[src/rtl/apb_status_regs.sv]
// APB completer for the GTY bridge requester port: ID, scratch, synchronized
// status with sticky edge capture, 64-bit uptime with hi shadow, and GPIO.
module apb_status_regs #(
  parameter int unsigned ADDR_WIDTH   = 32,
  parameter logic [31:0] ID_VALUE     = 32'h4B55_5001,
  parameter int unsigned STATUS_WIDTH = 8,
  parameter int unsigned GPIO_WIDTH   = 8
) (
  input  logic                    pclk,
  input  logic                    preset_n,
  input  logic                    psel,
  input  logic                    penable,
  input  logic                    pwrite,
  input  logic [ADDR_WIDTH-1:0]   paddr,
  input  logic [31:0]             pwdata,
  input  logic [3:0]              pstrb,
  output logic                    pready,
  output logic [31:0]             prdata,
  output logic                    pslverr,
  input  logic [STATUS_WIDTH-1:0] status_in,
  output logic [GPIO_WIDTH-1:0]   gpio_out
);

  localparam int unsigned IDX_W = 3;

  typedef enum logic [1:0] {
    ST_IDLE   = 2'd0,
    ST_ACCESS = 2'd1,
    ST_RESP   = 2'd2
  } state_t;

  state_t                  r_state;
  state_t                  w_state_nxt;

  logic [31:0]             r_scratch;
  logic [GPIO_WIDTH-1:0]   r_gpio;
  logic [STATUS_WIDTH-1:0] r_sync1;
  logic [STATUS_WIDTH-1:0] r_sync2;
  logic [STATUS_WIDTH-1:0] r_sync3;
  logic [STATUS_WIDTH-1:0] r_sticky;
  logic [63:0]             r_uptime;
  logic [31:0]             r_hi_shadow;

  logic [IDX_W-1:0]        w_idx;
  logic                    w_commit;
  logic                    w_err;
  logic [31:0]             w_rdata;
  logic                    w_wr_ok;
  logic                    w_rd_lo;
  logic [31:0]             w_scratch_wr;
  logic [GPIO_WIDTH-1:0]   w_gpio_wr;
  logic [STATUS_WIDTH-1:0] w_sticky_clr;
  logic [STATUS_WIDTH-1:0] w_rise;

  // Byte-lane merge of write data into an existing word.
  function automatic logic [31:0] strb_merge(input logic [31:0] old_v,
                                             input logic [31:0] wd,
                                             input logic [3:0]  st);
    logic [31:0] res;
    res = old_v;
    for (int b = 0; b < 4; b++) begin
      if (st[b]) res[8*b +: 8] = wd[8*b +: 8];
    end
    return res;
  endfunction

  always_ff @(posedge pclk or negedge preset_n) begin
    if (!preset_n) r_state <= ST_IDLE;
    else           r_state <= w_state_nxt;
  end

  always_comb begin
    w_state_nxt = r_state;
    case (r_state)
      ST_IDLE:   if (psel && !penable) w_state_nxt = ST_ACCESS;
      ST_ACCESS: w_state_nxt = psel ? ST_RESP : ST_IDLE;
      ST_RESP:   w_state_nxt = ST_IDLE;
      default:   w_state_nxt = ST_IDLE;
    endcase
  end

  // Decode and response data; the response is latched on the ACCESS->RESP edge.
  always_comb begin
    w_idx    = paddr[4:2];
    w_commit = (r_state == ST_ACCESS) && psel;
    w_err    = (|paddr[ADDR_WIDTH-1:5]) || (|paddr[1:0]);
    w_rdata  = '0;
    case (w_idx)
      3'd0: begin w_rdata = ID_VALUE;              w_err = w_err || pwrite; end
      3'd1:       w_rdata = r_scratch;
      3'd2: begin w_rdata = 32'(r_sync2);          w_err = w_err || pwrite; end
      3'd3:       w_rdata = 32'(r_sticky);
      3'd4: begin w_rdata = r_uptime[31:0];        w_err = w_err || pwrite; end
      3'd5: begin w_rdata = r_hi_shadow;           w_err = w_err || pwrite; end
      3'd6:       w_rdata = 32'(r_gpio);
      default:    w_err   = 1'b1;
    endcase
    if (w_err) w_rdata = '0;
    w_wr_ok      = w_commit && pwrite && !w_err;
    w_rd_lo      = w_commit && !pwrite && !w_err && (w_idx == 3'd4);
    w_scratch_wr = strb_merge(r_scratch, pwdata, pstrb);
    w_gpio_wr    = GPIO_WIDTH'(strb_merge(32'(r_gpio), pwdata, pstrb));
    w_sticky_clr = '0;
    if (w_wr_ok && (w_idx == 3'd3)) w_sticky_clr = STATUS_WIDTH'(strb_merge(32'd0, pwdata, pstrb));
    w_rise       = r_sync2 & ~r_sync3;
  end

  always_ff @(posedge pclk or negedge preset_n) begin
    if (!preset_n) begin
      r_scratch   <= '0;
      r_gpio      <= '0;
      r_sync1     <= '0;
      r_sync2     <= '0;
      r_sync3     <= '0;
      r_sticky    <= '0;
      r_uptime    <= '0;
      r_hi_shadow <= '0;
      pready      <= 1'b0;
      prdata      <= '0;
      pslverr     <= 1'b0;
    end else begin
      r_sync1  <= status_in;
      r_sync2  <= r_sync1;
      r_sync3  <= r_sync2;
      r_uptime <= r_uptime + 64'd1;
      // A new rising edge wins over a simultaneous W1C of the same bit.
      r_sticky <= (r_sticky & ~w_sticky_clr) | w_rise;
      if (w_wr_ok && (w_idx == 3'd1)) r_scratch <= w_scratch_wr;
      if (w_wr_ok && (w_idx == 3'd6)) r_gpio <= w_gpio_wr;
      if (w_rd_lo) r_hi_shadow <= r_uptime[63:32];
      pready  <= w_commit;
      prdata  <= w_commit ? w_rdata : 32'd0;
      pslverr <= w_commit && w_err;
    end
  end

  assign gpio_out = r_gpio;

endmodule
[config.mk]
export PLATFORM = sky130hd
export DESIGN_NAME = apb_status_regs
export DESIGN_NICKNAME = d
export VERILOG_FILES = /design/src/rtl/apb_status_regs.sv
export SDC_FILE = /design/constraint.sdc
export NUM_CORES = 1
export LEC_CHECK = 0
export ABC_AREA = 1
export CORE_UTILIZATION = 40
export DETAILED_ROUTE_END_ITERATION = 8
export GPL_TIMING_DRIVEN = 1
export PLACE_DENSITY = 0.71
export SYNTH_ARGS = -nofsm -noshare
export SYNTH_HDL_FRONTEND = slang
export SYNTH_SLANG_ARGS = --single-unit
[constraint.sdc]
create_clock -name pclk -period 1.84 [get_ports pclk]
set_input_delay 0.276 -clock pclk [delete_from_list [all_inputs] [get_ports pclk]]
set_output_delay 0.276 -clock pclk [all_outputs]
set_load 0.05 [all_outputs]
==> results of run 1 <==
[cells in the mapped netlist, types with 7 or more instances]
library cell	count
a21oi_1	11
nor3_1	36
clkbuf_1	10
buf_2	8
nand4_1	35
o21ai_2	32
buf_6	7
inv_1	113
nor2_1	127
nand3_1	82
o21ai_0	13
a22o_1	8
xor2_1	47
nand2_1	322
a31oi_1	15
nand2_2	12
dfrtp_1	204
a22oi_1	10
[metrics by stage]
stage / setup slack (ns) / total power [mW] / instances / hold WS (ns)
after floorplan: 0.224 / 4.74 / 1144 / -0.0196
after global placement: -0.221 / 5.13 / 1648 / 0.225
after detailed placement: -0.308 / 5.13 / 1648 / 0.226
after CTS: 0.0103 / 9.69 / 1688 / 0.198
after global routing: -0.00712 / 9.90 / 1689 / 0.212
final: 0.0751 / 9.62 / 1689 / 0.211
[final cells by class]
cell class              instances  area, µm²
repair buffers                219       2080
multi-input cells             792       4060
clock buffers                  34        677
inverters                     116        435
fillers                      2142      10800
flip-flops and latches        204       5110
well taps                     319        399
clock inverters                 5       77.6
[worst min path at each step]
stage          slack, ns          from           end
2_1_floorplan      -0.02      preset_n   gpio_out[0]
3_3_place_gp        0.23      preset_n  r_uptime[41]
3_5_place_dp        0.23      preset_n  r_uptime[41]
4_1_cts             0.20  status_in[2]    r_sync1[2]
5_1_grt             0.21  status_in[7]    r_sync1[7]
6_report            0.21  status_in[2]    r_sync1[2]
[worst register-to-register path: cells and delay by family (launching register included)]
family / cells / cell delay, ns
XOR/XNOR: 1 / 0.19
buffers and inverters: 1 / 0.14
flip-flops: 1 / 0.36
AND/OR/NAND/NOR: 4 / 0.95
[layer usage]
layer,wire (µm),share of wire (%),track usage (%)
met2,13400,46,38.9
met1,12900,44,33.3
met5,0,0,0
met4,664,2.3,6.73
met3,2040,7.0,2.90
[logic make-up (layout without fill, tap and decap cells)]
group | Yosys count | after routing | share of synthesized area, %
DFF | 204 | 204 | 52.4
AOI/OAI and AO/OA | 98 | 98 | 7.25
xor gates and xnor gates | 49 | 49 | 4.41
adders and majority gates | 1 | 1 | 0.129
and+or+nand+nor | 644 | 644 | 29.2
buffers and inverters | 148 | 374 | 6.58
[power groups by stage]
stage               Combinational [mW]  Sequential (mW)  Clock (mW)
global route                     0.568             4.53        4.80
floorplan                        0.121             4.62           0
finish                           0.518             4.53        4.57
global placement                 0.514             4.61           0
CTS                              0.526             4.53        4.64
detailed placement               0.520             4.61           0
[repair_timing]
item                       in CTS  in global routing
setup endpoints to repair      35                 13
gates resized for setup        35                 16
setup buffers                   0                  1
hold endpoints to repair       31                  0
pin swaps                       0                  2
hold buffers                    1                  0
[flip-flops by register name (all words and copies together) (netlist names)]
name         count
r_sync2          8
pslverr          1
prdata          32
r_sync3          8
r_uptime        64
pready           1
r_sticky         8
gpio_out         8
r_scratch       32
r_hi_shadow     32
r_sync1          8
r_state          2
==> flow_summary.toml, run 1 <==
[outcome]
outcome = "completed"

[synthesis]
syn-num-nets = 1226
ys.flop_type = "dfrtp_1"
synth.area.top_cells = "dfrtp_1 (52%), nand2_1 (12%), nor2_1 (4.9%), inv_1 (4.4%), xor2_1 (4.2%)"
async_reset_ff_share_pct = 100
synthesis.area_um2 = 9730
yosysTopAreaCell = "dfrtp_1"
synth_top_area_share_pct = 52.4
ys_warn_count = 0
syn_avg_cell_area_um2 = 8.51
synth_edf_count = 0
synth_seq_cells = 204
yosys.cell_types.count = 39
syn_inst = 1144
yosysSeqAreaShare_pct = 52.4

[cells_and_area]
layout-drive-gt1-share_pct = 15.8
nNetsFinal = 1438
postLayoutCoreUtil_pct = 54.2
n_antenna_cell = 0
syn2layout_area_growth_pct = 31.9
finalInstanceArea_um2 = 12800
final_cell_mix = "nand2_1 (322), dfrtp_1 (203), nor2_1 (123)"
layout_commonest_cell = "nand2_1"

[min_path]
whs_path_depth = 1
hold_path.class = "in -> reg"

[floorplanning]
die-area_um2 = 25000
io_pins = 123
start_util_pct = 41.1
die_height_um = 158
rows = 56
die_x_um = 158
core_um2 = 23700

[route]
vias_per_cell = 5.10
ant_nets = 0
drt_wl_total_um = 29000
drtPass1Iterations = 9
dr_total_vias = 8608
drc = 0
route.detailed.wl_per_inst_um = 17.2
drt_iter0_markers = 735

[global_route]
antenna_found_initial = 0
grt_pass1_wl_um = 45200
grt_use_total_pct = 23.8
grt_max_degree = 51
grt.overflow.total = 0
grt_pass1_vias = 8463

[placed_design]
dpl_cell_area_um2 = 12000
place_congestion = 0.940
dp_hpwl_um = 22100
io_buffers = 122

[worst_setup_path]
endpoint = "r_uptime[41]"
cp.buffers_inverters = 1
r2r-start = "r_uptime[39]"
critical_path.endpoint_type = "register"
critPathLaunchType = "register"
cp_num_cells = 6
cp_max_fo = 5
reg2reg_slack_ns = 0.08
critical_path_class = "reg -> reg"
crit_path_cell_trace = "inv_1 -> nor3_2 -> nand2_1 -> nor2_1 -> nand3_1 -> xor2_1"
required_ns = 2.21
crit_family = "simple AND/OR/NAND/NOR gates"
crit_start = "r_uptime[39]"
r2r_cells = 6
crit_path_top_delay_cell = "dfrtp_1"
crit_path_max_incr_delay_ns = 0.36
crit_arrival_ns = 2.14
worstReg2RegEnd = "r_uptime[41]"

[sta]
slew_headroom_pct = 63.5
period_needed_ns = 1.76
rsz0062_at_grt = "yes"
fin_setup_tns_ns = 0
fmax_mhz = 567
setup_viol = 0
drv_slew = 0
tightestPinTransition_ns = 0.550
skew_ns = 0.0134
hold_viol = 0
fin_crit_sh_pct = 95.9

[power]
p_sw_share_pct = 21.2
p_comb_share_pct = 5.4
p_per_area_nw_per_um2 = 750
ir_drop_mv = 0.660
leakagePower_nw = 6.01
p_switching_mw = 2.04
intPower_mw = 7.58
clockPowerShare_pct = 47.5
power_frac_seq_pct = 47.1

[clocking]
htreeDepth = 1
clk_pin_slew_ns = 0.06
worstSkewPairLatency_ns = 0.50
ctsLongestPathBuffers = 3
cts-root-buf = "clkbuf_16"
cts_buffers = 23
cts_tree = "yes"
cts_sinks = 204

[job]
maxCapViolCount = 0
No activity file was read; power rests on OpenSTA's default activity.
==> inputs of run 2 (changes only) <==
--- a/config.mk
+++ b/config.mk
@@ -6,9 +6,9 @@
 export NUM_CORES = 1
 export LEC_CHECK = 0
 export ABC_AREA = 1
+export ABC_CLOCK_PERIOD_IN_PS = 1840
 export CORE_UTILIZATION = 40
 export DETAILED_ROUTE_END_ITERATION = 8
-export GPL_TIMING_DRIVEN = 1
 export PLACE_DENSITY = 0.71
 export SYNTH_ARGS = -nofsm -noshare
 export SYNTH_HDL_FRONTEND = slang
==> results of run 2 <==
Same layout as run 1: the final DEF is identical, and so are final timing and power.
